<file path="config.mk">
export PLATFORM = sky130hd
export DESIGN_NAME = alu_cmd_sequencer
export DESIGN_NICKNAME = d
export VERILOG_FILES = /design/src/rtl/alu_pkg.sv /design/src/rtl/alu_cmd_sequencer.sv
export SDC_FILE = /design/constraint.sdc
export NUM_CORES = 1
export LEC_CHECK = 0
export ABC_CLOCK_PERIOD_IN_PS = 1600
export CAP_MARGIN = 25
export CORE_UTILIZATION = 43
export DETAILED_ROUTE_END_ITERATION = 16
export PLACE_DENSITY = 0.77
export SLEW_MARGIN = 20
export SYNTH_ARGS = -nofsm -noshare
export SYNTH_HDL_FRONTEND = slang
export SYNTH_SLANG_ARGS = --single-unit
export TNS_END_PERCENT = 1
</file>
<file path="constraint.sdc">
create_clock -name clk -period 1.6 [get_ports clk]
set_clock_uncertainty 0.05 [all_clocks]
set_input_delay 0.24 -clock clk [delete_from_list [all_inputs] [get_ports clk]]
set_output_delay 0.24 -clock clk [all_outputs]
set_load 0.01 [all_outputs]
</file>
<file path="src/rtl/alu_pkg.sv">
// Shared opcode constants and FSM state encoding for the ALU
// command sequencer.
package alu_pkg;

  localparam logic [2:0] OP_ADD = 3'd0;
  localparam logic [2:0] OP_SUB = 3'd1;
  localparam logic [2:0] OP_AND = 3'd2;
  localparam logic [2:0] OP_OR  = 3'd3;
  localparam logic [2:0] OP_XOR = 3'd4;
  localparam logic [2:0] OP_MUL = 3'd5;
  localparam logic [2:0] OP_DIV = 3'd6;
  localparam logic [2:0] OP_NOP = 3'd7;

  localparam int CHAIN_BIT = 3;

  typedef enum logic [2:0] {
    LOAD_OP,
    LOAD_A,
    LOAD_B,
    EXEC,
    HOLD
  } state_t;

endpackage

</file>
<file path="src/rtl/alu_cmd_sequencer.sv">
// Nibble-stream command sequencer in front of the 4-bit ALU.
// Optional divide-by-zero flag: define ALU_DIV0_FLAG_EN.
module alu_cmd_sequencer
  import alu_pkg::*;
#(
  parameter int EXEC_CYCLES = 1
) (
  input  logic       clk,
  input  logic       rst,
  input  logic       in_valid,
  output logic       in_ready,
  input  logic [3:0] in_data,
  output logic [3:0] alu_a,
  output logic [3:0] alu_b,
  output logic [2:0] alu_sel,
  input  logic [7:0] alu_result,
  input  logic       alu_carry,
  input  logic       alu_zero,
  output logic       out_valid,
  input  logic       out_ready,
  output logic [7:0] out_result,
  output logic       out_carry,
`ifdef ALU_DIV0_FLAG_EN
  output logic       out_zero,
  output logic       out_div0,
`else
  output logic       out_zero,
`endif
  output logic       busy
);

  state_t     state;
  state_t     nxt;
  logic [1:0] cnt;
  logic [3:0] chain_reg;
  logic       accept;
  logic [7:0] cap_result;
  logic       cap_carry;
  logic       cap_zero;
  logic       cap_div0;

  assign accept = in_valid && in_ready;

  always_ff @(posedge clk) begin
    if (rst) state <= LOAD_OP;
    else     state <= nxt;
  end

  always_comb begin
    nxt = state;
    unique case (state)
      LOAD_OP:
        if (accept)
          nxt = in_data[CHAIN_BIT] ? LOAD_B : LOAD_A;
      LOAD_A:
        if (accept) nxt = LOAD_B;
      LOAD_B:
        if (accept) nxt = EXEC;
      EXEC:
        if (cnt == 2'd0) nxt = HOLD;
      HOLD:
        if (out_ready) nxt = LOAD_OP;
      default: nxt = LOAD_OP;
    endcase
  end

  always_comb begin
    in_ready  = 1'b0;
    out_valid = 1'b0;
    busy      = 1'b0;
    unique case (1'b1)
      state == LOAD_OP,
      state == LOAD_A,
      state == LOAD_B: in_ready = !rst;
      state == EXEC:   busy = 1'b1;
      state == HOLD: begin
        busy      = 1'b1;
        out_valid = !rst;
      end
      default: ;
    endcase
  end

  // Divide-by-zero override replaces whatever the ALU reports.
  always_comb begin
    cap_result = alu_result;
    cap_carry  = alu_carry;
    cap_zero   = alu_zero;
    cap_div0   = 1'b0;
`ifdef ALU_DIV0_FLAG_EN
    if (alu_sel == OP_DIV && alu_b == 4'h0) begin
      cap_result = 8'hFF;
      cap_carry  = 1'b0;
      cap_zero   = 1'b0;
      cap_div0   = 1'b1;
    end
`endif
  end

  always_ff @(posedge clk) begin
    if (rst) begin
      alu_a      <= 4'h0;
      alu_b      <= 4'h0;
      alu_sel    <= 3'd0;
      out_result <= 8'h00;
      out_carry  <= 1'b0;
      out_zero   <= 1'b0;
      chain_reg  <= 4'h0;
      cnt        <= 2'd0;
`ifdef ALU_DIV0_FLAG_EN
      out_div0   <= 1'b0;
`endif
    end else begin
      unique case (state)
        LOAD_OP:
          if (accept) begin
            alu_sel <= in_data[2:0];
            if (in_data[CHAIN_BIT]) alu_a <= chain_reg;
          end
        LOAD_A:
          if (accept) alu_a <= in_data;
        LOAD_B:
          if (accept) begin
            alu_b <= in_data;
            cnt   <= 2'(EXEC_CYCLES - 1);
          end
        EXEC:
          if (cnt == 2'd0) begin
            out_result <= cap_result;
            out_carry  <= cap_carry;
            out_zero   <= cap_zero;
            chain_reg  <= cap_result[3:0];
`ifdef ALU_DIV0_FLAG_EN
            out_div0   <= cap_div0;
`endif
          end else begin
            cnt <= cnt - 2'd1;
          end
        default: ;
      endcase
    end
  end

`ifndef ALU_DIV0_FLAG_EN
  logic unused_div0;
  assign unused_div0 = cap_div0;
`endif

endmodule

</file>
==> results by group, run 1 <==
Timing
  • Final Max Slew Viols: 0
  • Final Hold Violating Endpoints: 0
  • Crit share post-route: 0.981
  • Final worst setup slack: 0.0307 ns
  • Least-Margin Pin Slew: 0.418 ns
  • Final Setup Violations: 0
  • Max Freq: 637 MHz
  • Min Tclk post-route: 1.57 ns
  • Max transition margin: 0.721
  • Final TNS setup: 0 ns
  • RSZ-0062 raised after global routing: true

Place
  • Placed Cells: 216
  • Area after DPL: 0.00171 sq mm
  • DP Worst Slack: -0.234 ns
  • Dpl hpwl: 2.32 mm
  • Gpl congestion: 0.852
  • IO buf count: 41

Synthesis
  • Seq/Total Area, Yosys: 0.444
  • Gate Count Post-Synth: 137
  • Synthesized area: 0.00117 sq mm
  • Syn_nets: 156
  • Mux cell area share after synthesis: 0.0513
  • Number of synthesized flops with an enable pin: 0
  • Synth Area in Compound Gates: 0.215
  • Synth Area in Adders: 0.0107
  • Ys Warns: 0
  • Avg Cell Area, Syn: 8.55 sq um
  • Asr flop ratio synth: 0
  • Most common cell in the synthesized netlist: dfxtp_1
  • Distinct cells, synth: 26
  • Ranking of synthesized cells by area: dfxtp_1, a21oi_1, nand2_1
  • Yosys top cell by area: dfxtp_1
  • Main combinational cell family by area after synthesis: simple AND/OR/NAND/NOR gates
  • Simple-Gate Fraction of Synth Area: 0.235
  • Top cell types by occurrence after synthesis: dfxtp_1, a21oi_1, nand2_1, o21ai_0, nand3_1
  • Xor-xnor portion of the synthesized cell area: 0
  • Share of the synthesized area in the top cell type: 0.444
  • Main synth FF type: dfxtp_1
  • #FFs+latches synth: 26

Clock tree
  • Clk sink count: 26
  • Clock Pin Slew Worst Setup and Hold Paths: 0.14 ns
  • CTS Buf Count: 3
  • CTS tree: done
  • Max Root-Sink Buffers: 2
  • Postcts setup bufs: 0
  • H-tree Lvls: 1
  • Clk Latency, worst-skew pair: 0.32 ns
  • Hold-fix buffers, CTS: 0
  • Clock root cell: clkbuf_4

Final layout
  • # fillers: 230
  • P&R area growth vs syn: 48.8%
  • Non-Filler Instances: 219
  • Post-layout util: 0.691
  • Post-route cell area: 0.00174 sq mm
  • Fin nets: 210
  • Multi-input logic area: 617 sq um
  • Number of diodes: 0
  • Sequential Area: 527 sq um
  • Share of cells above drive strength 1: 0.190

Global routing
  • Vias in the first global route: 1118
  • Global-route usage over all layers: 0.234
  • Initial antenna violation count: 0
  • Largest net degree at the start of global routing: 16
  • Gr ovfl total: 0
  • First-pass GRT wire length: 4.82 mm

Setup path
  • Critical path launch point type: flop
  • Arr. time, crit path: 1.74 ns
  • Req. time, crit path: 1.77 ns
  • Critical path class: reg2reg
  • Crit. End Element: flop
  • Worst-path fanout max: 8

Routing
  • Detailed-route DRC error count: 0
  • Routed vias/inst: 5.50
  • Via count: 1205
  • Avg WL per Cell: 13.9 um
  • DR pass1 iterations: 4
  • DRT antenna net count: 0
  • Iter 0 DRT Violations: 21
  • DRT Wirelength: 3.04 mm

Pwr
  • Power per cell area: 771 mW/mm^2
  • Static leakage: 0.634 nW
  • Worst IR Drop VDD: 0.596 mV

Floorplan
  • Core area: 0.00252 sq mm
  • Die height: 54.2 um
  • # rows: 18
  • Initial Util: 0.464
  • Chip Width: 54.2 um
  • I/O pin cnt: 42
  • Die area: 0.00294 sq mm

Worst hold path
  • HP Class: in2reg

Status
  • Status: finished, final reports clean

Flow run
  • Maximum Capacitance Violations: 0
-- critical path, stage by stage, from the launching register on --
cell     delay [ns]
dfxtp_2        0.39
buf_4          0.15
or4b_1         0.57
o21ai_0        0.21
a21oi_1        0.10
-- cell families after synthesis --
| logic type | count (synthesis) |
|---|---|
| multiplexers | 6 |
| AO/OA/AOI/OAI | 43 |
| buffers and inverters | 12 |
| adder cells (fa/ha/maj) | 1 |
| flip-flops | 26 |
| AND/OR/NAND/NOR | 49 |
-- layout make-up --
type	instances	area share
well taps	30	0.0215
inverters	3	0.00646
repair buffers	58	0.303
clock buffers	3	0.0129
flip-flops and latches	26	0.302
multi-input cells	99	0.354
-- routing by layer --
| layer | global-route usage | up-vias | part of all wire |
|---|---|---|---|
| met3 | 0.0593 | 6 | 0.066 |
| li1 | - | 589 | - |
| met5 | 0 | - | 0 |
| met4 | 0.107 | 0 | 0.018 |
| met2 | 0.402 | 51 | 0.47 |
| met1 | 0.267 | 559 | 0.45 |
-- metrics by stage --
step	hold slack, ns	total power, mW
floorplan	0.326	0.888
global placement	0.390	1.06
detailed placement	0.398	1.07
CTS	0.394	1.34
global route	0.392	1.41
finish	0.402	1.34
-- registers in the layout, summed over array words and instances (netlist names) --
signal / flops
alu_b: 4
alu_sel: 3
out_result: 8
state: 3
out_carry: 1
out_zero: 1
cnt: 2
alu_a: 4
-- where the power goes --
group          internal [mW]  switching [mW]
Sequential             0.681          0.0315
Combinational          0.195           0.157
Clock                 0.0883           0.190
-- worst paths after layout --
path                                    start             to  slack (ns)  cells past startpoint
worst max-delay path                 state[2]       alu_b[2]        0.03                      4
worst min-delay path            alu_result[1]  out_result[1]        0.40                      3
worst max register to register       state[2]       alu_b[2]        0.03                      4
worst min register to register      out_carry      out_carry        0.42                      2
-- what timing repair did --
action	in CTS	in global routing
resized for setup	8	8
endpoints found under the setup margin	3	9
pin swaps	0	1
-- layout by cell type, fill, tap and decap left out --
| cell type | count |
|---|---|
| or4b_1 | 1 |
| nand3_1 | 7 |
| dfxtp_1 | 23 |
| or3b_1 | 1 |
| a21oi_1 | 24 |
| buf_4 | 17 |
| ha_2 | 1 |
| clkbuf_4 | 3 |
| nor2_1 | 3 |
| o21ba_2 | 1 |
| and2_1 | 1 |
| dfxtp_2 | 2 |
| nand4b_1 | 1 |
| mux2i_1 | 6 |
| clkdlybuf4s15_1 | 1 |
| inv_1 | 3 |
| a211oi_4 | 1 |
| nor4b_2 | 2 |
| nand2_1 | 23 |
| nor2_2 | 1 |
| and4bb_2 | 1 |
| and4b_1 | 1 |
| a211o_1 | 3 |
| a211oi_2 | 1 |
| or2_2 | 1 |
| nand2b_1 | 4 |
| o21ai_0 | 9 |
| dfxtp_4 | 1 |
| or3b_2 | 1 |
| nor3b_2 | 1 |
| clkbuf_2 | 2 |
| a211oi_1 | 4 |
| clkdlybuf4s50_1 | 38 |
(Power assumes the default switching activity.)
==> run 2, diff against run 1 <==
Settings changed: CORE_ASPECT_RATIO set to 0.75.
==> run 2 against run 1 <==
Net effect:
- worst setup slack improved by 0.016 ns
- hold slack got worse by 0.016 ns
- via count fell by 1.3%
- first-iteration DRC count rose to 3.0 times the previous value
- core utilization rose by 1.7 points
- non-clock buffer count fell by 5
- design area fell by 0.93%
- critical path type is now reg2out
- combinational power fell by 2%
- maximum frequency rose by 1.0%
==> results by group, run 2 (same netlist as run 1, synthesis figures left out) <==
Final layout
  • Multi-input logic area: 618 sq um (+0.20%)
  • P&R area growth vs syn: 47.4%
  • Number of diodes: 0 (unchanged)
  • Largest reg by FF count: out_result
  • Share of cells above drive strength 1: 0.173 (-0.0175)
  • # fillers: 198 (-14%)
  • Commonest non-fill, non-tap cell in the layout: clkdlybuf4s50_1
  • Most frequent cells in the layout: clkdlybuf4s50_1, a21oi_1, nand2_1, dfxtp_1, buf_4
  • Post-route cell area: 0.00173 sq mm (-0.93%)
  • Sequential Area: 527 sq um (unchanged)
  • Largest register FFs: 8 (unchanged)
  • Fin nets: 205 (-2.4%)
  • Biggest registers after layout: out_result (8), alu_a (4), alu_b (4)

Setup path
  • Reg2reg path depth: 4 (unchanged)
  • Critical-path top delay cell: dfxtp_4
  • Worst R2R Setup Slack: 0.10 ns (+0.07 ns)
  • Top cell family by delay on the critical path: flip-flops
  • Critical path class: reg2out
  • Req. time, crit path: 1.31 ns (-0.46 ns)
  • WP buf/inv: 1 (unchanged)
  • Crit-path cells: a211oi_2, clkdlybuf4s15_1
  • WP depth: 2 (-2)
  • Worst r2r src: state[2]
  • Max incr delay on CP: 0.39 ns (-0.18 ns)
  • Worst-path fanout max: 6 (-2)
  • Arr. time, crit path: 1.26 ns (-0.48 ns)
  • Worst setup endpoint: in_ready
  • Crit. End Element: primary output
  • Critical path launch point type: flop
  • Reg2reg end: alu_b[3]
  • CP Launch Point: state[1]

Pwr
  • Net Sw Frac: 0.281 (-0.00130)
  • Power per cell area: 808 mW/mm^2 (+4.8%)
  • Worst IR Drop VDD: 0.458 mV (-23%)
  • Clock power share: 0.243 (+0.036)
  • Seq pwr share: 0.509 (-0.021)
  • Sw power: 0.392 mW (+3.4%)
  • Static leakage: 0.641 nW (+1.2%)
  • Internal Pwr Total: 1.00 mW (+4.0%)
  • Comb power frac: 0.248 (-0.015)

Timing
  • Final Setup Violations: 0 (unchanged)
  • Final Max Slew Viols: 0 (unchanged)
  • Max transition margin: 0.704 (-0.0166)
  • Final Hold Violating Endpoints: 0 (unchanged)
  • Max Freq: 644 MHz (+1.0%)
  • Least-Margin Pin Slew: 0.441 ns (+0.0237 ns)
  • RSZ-0062 raised after global routing: false
  • Crit share post-route: 0.971 (-0.00988)
  • WHS: 0.386 ns (-0.0163 ns)
  • Min Tclk post-route: 1.55 ns (-0.0158 ns)
  • Final TNS setup: 0 ns (unchanged)

Worst hold path
  • HP Class: in2reg

Floorplan
  • Initial Util: 0.480 (+0.0157)
  • I/O pin cnt: 42 (unchanged)
  • Die height: 47.2 um (-13%)
  • Core area: 0.00244 sq mm (-3.3%)
  • Chip Width: 62.3 um (+15%)
  • # rows: 15 (-3)
  • Die area: 0.00294 sq mm (about the same)

Global routing
  • Initial antenna violation count: 0 (unchanged)
  • Gr ovfl total: 0 (unchanged)
  • Global-route usage over all layers: 0.211 (-0.0222)
  • First-pass GRT wire length: 4.70 mm (-2.5%)
  • Largest net degree at the start of global routing: 15 (-1)
  • Vias in the first global route: 1048 (-6.3%)

Clock tree
  • Clock Pin Slew Worst Setup and Hold Paths: 0.15 ns (about the same)
  • Clk sink count: 26 (unchanged)
  • Postcts setup bufs: 0 (unchanged)
  • Hold-fix buffers, CTS: 0 (unchanged)
  • CTS Buf Count: 3 (unchanged)
  • H-tree Lvls: 1 (unchanged)
  • CTS tree: done
  • Max Root-Sink Buffers: 2 (unchanged)
  • Clock root cell: clkbuf_4
  • Clk Latency, worst-skew pair: 0.32 ns (about the same)

Place
  • Dpl hpwl: 2.31 mm (-0.40%)
  • Area after DPL: 0.00167 sq mm (-1.9%)
  • IO buf count: 41 (unchanged)
  • Gpl congestion: 0.841 (-1.2%)

Status
  • Status: finished, final reports clean

Routing
  • DRT antenna net count: 0 (unchanged)
  • Avg WL per Cell: 13.9 um (+0.26%)
  • Detailed-route DRC error count: 0 (unchanged)
  • Iter 0 DRT Violations: 62 (+200%)
  • Routed vias/inst: 5.43 (-1.3%)
  • DRT Wirelength: 3.05 mm (+0.26%)
  • Via count: 1189 (-1.3%)
  • DR pass1 iterations: 4 (unchanged)

Flow run
  • Maximum Capacitance Violations: 0 (unchanged)
[run 2: cell count changes in the layout (fill, tap and decap cells not counted)]
cell | previous run | this run
ha_1 | 0 | 1
buf_4 | 17 | 12
or4b_1 | 1 | 0
dlygate4sd2_1 | 0 | 1
or4b_4 | 0 | 1
dlymetal6s2s_1 | 0 | 1
o21ai_0 | 9 | 8
clkdlybuf4s50_1 | 38 | 36
o21ai_1 | 0 | 1
ha_2 | 1 | 0
clkbuf_8 | 0 | 1
[run 2: worst min path at each step]
stage	end	cells after the start	from
6_report	out_result[3]	3	alu_result[3]
3_5_place_dp	out_carry	2	out_carry
3_3_place_gp	out_result[7]	2	out_result[7]
5_1_grt	out_result[7]	3	alu_result[7]
4_1_cts	out_result[3]	3	alu_result[3]
2_1_floorplan	out_carry	2	alu_carry
[run 2: repair_timing]
action,in CTS,in global routing
pin swaps,0,1
hold endpoints to repair,0,0
endpoints found under the setup margin,4,11
gates resized for setup,7,13
cloned,0,0
[run 2: through the flow]
stage	power (mW)	utilization	instances	worst slack [ns]
floorplan	0.888	-	137	0.213
global placement	1.04	0.686	215	-0.284
detailed placement	1.05	0.686	215	-0.275
CTS	1.38	0.702	219	0.0148
global route	1.45	0.708	219	0.000716
finish	1.39	0.708	219	0.0465
[run 2: worst min-delay path: cells and delay by family]
family                 cells  cell delay, ns
buffers and inverters      1            0.39
AO/OA/AOI/OAI              1            0.05
AND/OR/NAND/NOR            1            0.05
[run 2: layout make-up]
| type | instances | share of cell area |
|---|---|---|
| tap | 34 | 0.0246 |
| multi-input combinational | 99 | 0.358 |
| sequential | 26 | 0.305 |
| timing repair buffer | 53 | 0.285 |
| inverter | 3 | 0.00652 |
| clock buffer | 4 | 0.0210 |
[run 2: per-layer routing]
layer  up-vias  routed length (um)  global-route usage
met1       560                1320               0.238
met3         4                 154              0.0534
li1        582                   -                   -
met2        43                1530               0.411
met5         -                   0                   0
met4         0                  47              0.0698
[run 2: power groups by stage]
stage               Combinational [mW]  Clock, mW  Sequential, mW
global route                     0.371      0.364           0.714
CTS                              0.335      0.342           0.706
floorplan                        0.167          0           0.721
detailed placement               0.336          0           0.718
global placement                 0.329          0           0.715
finish                           0.346      0.339           0.709
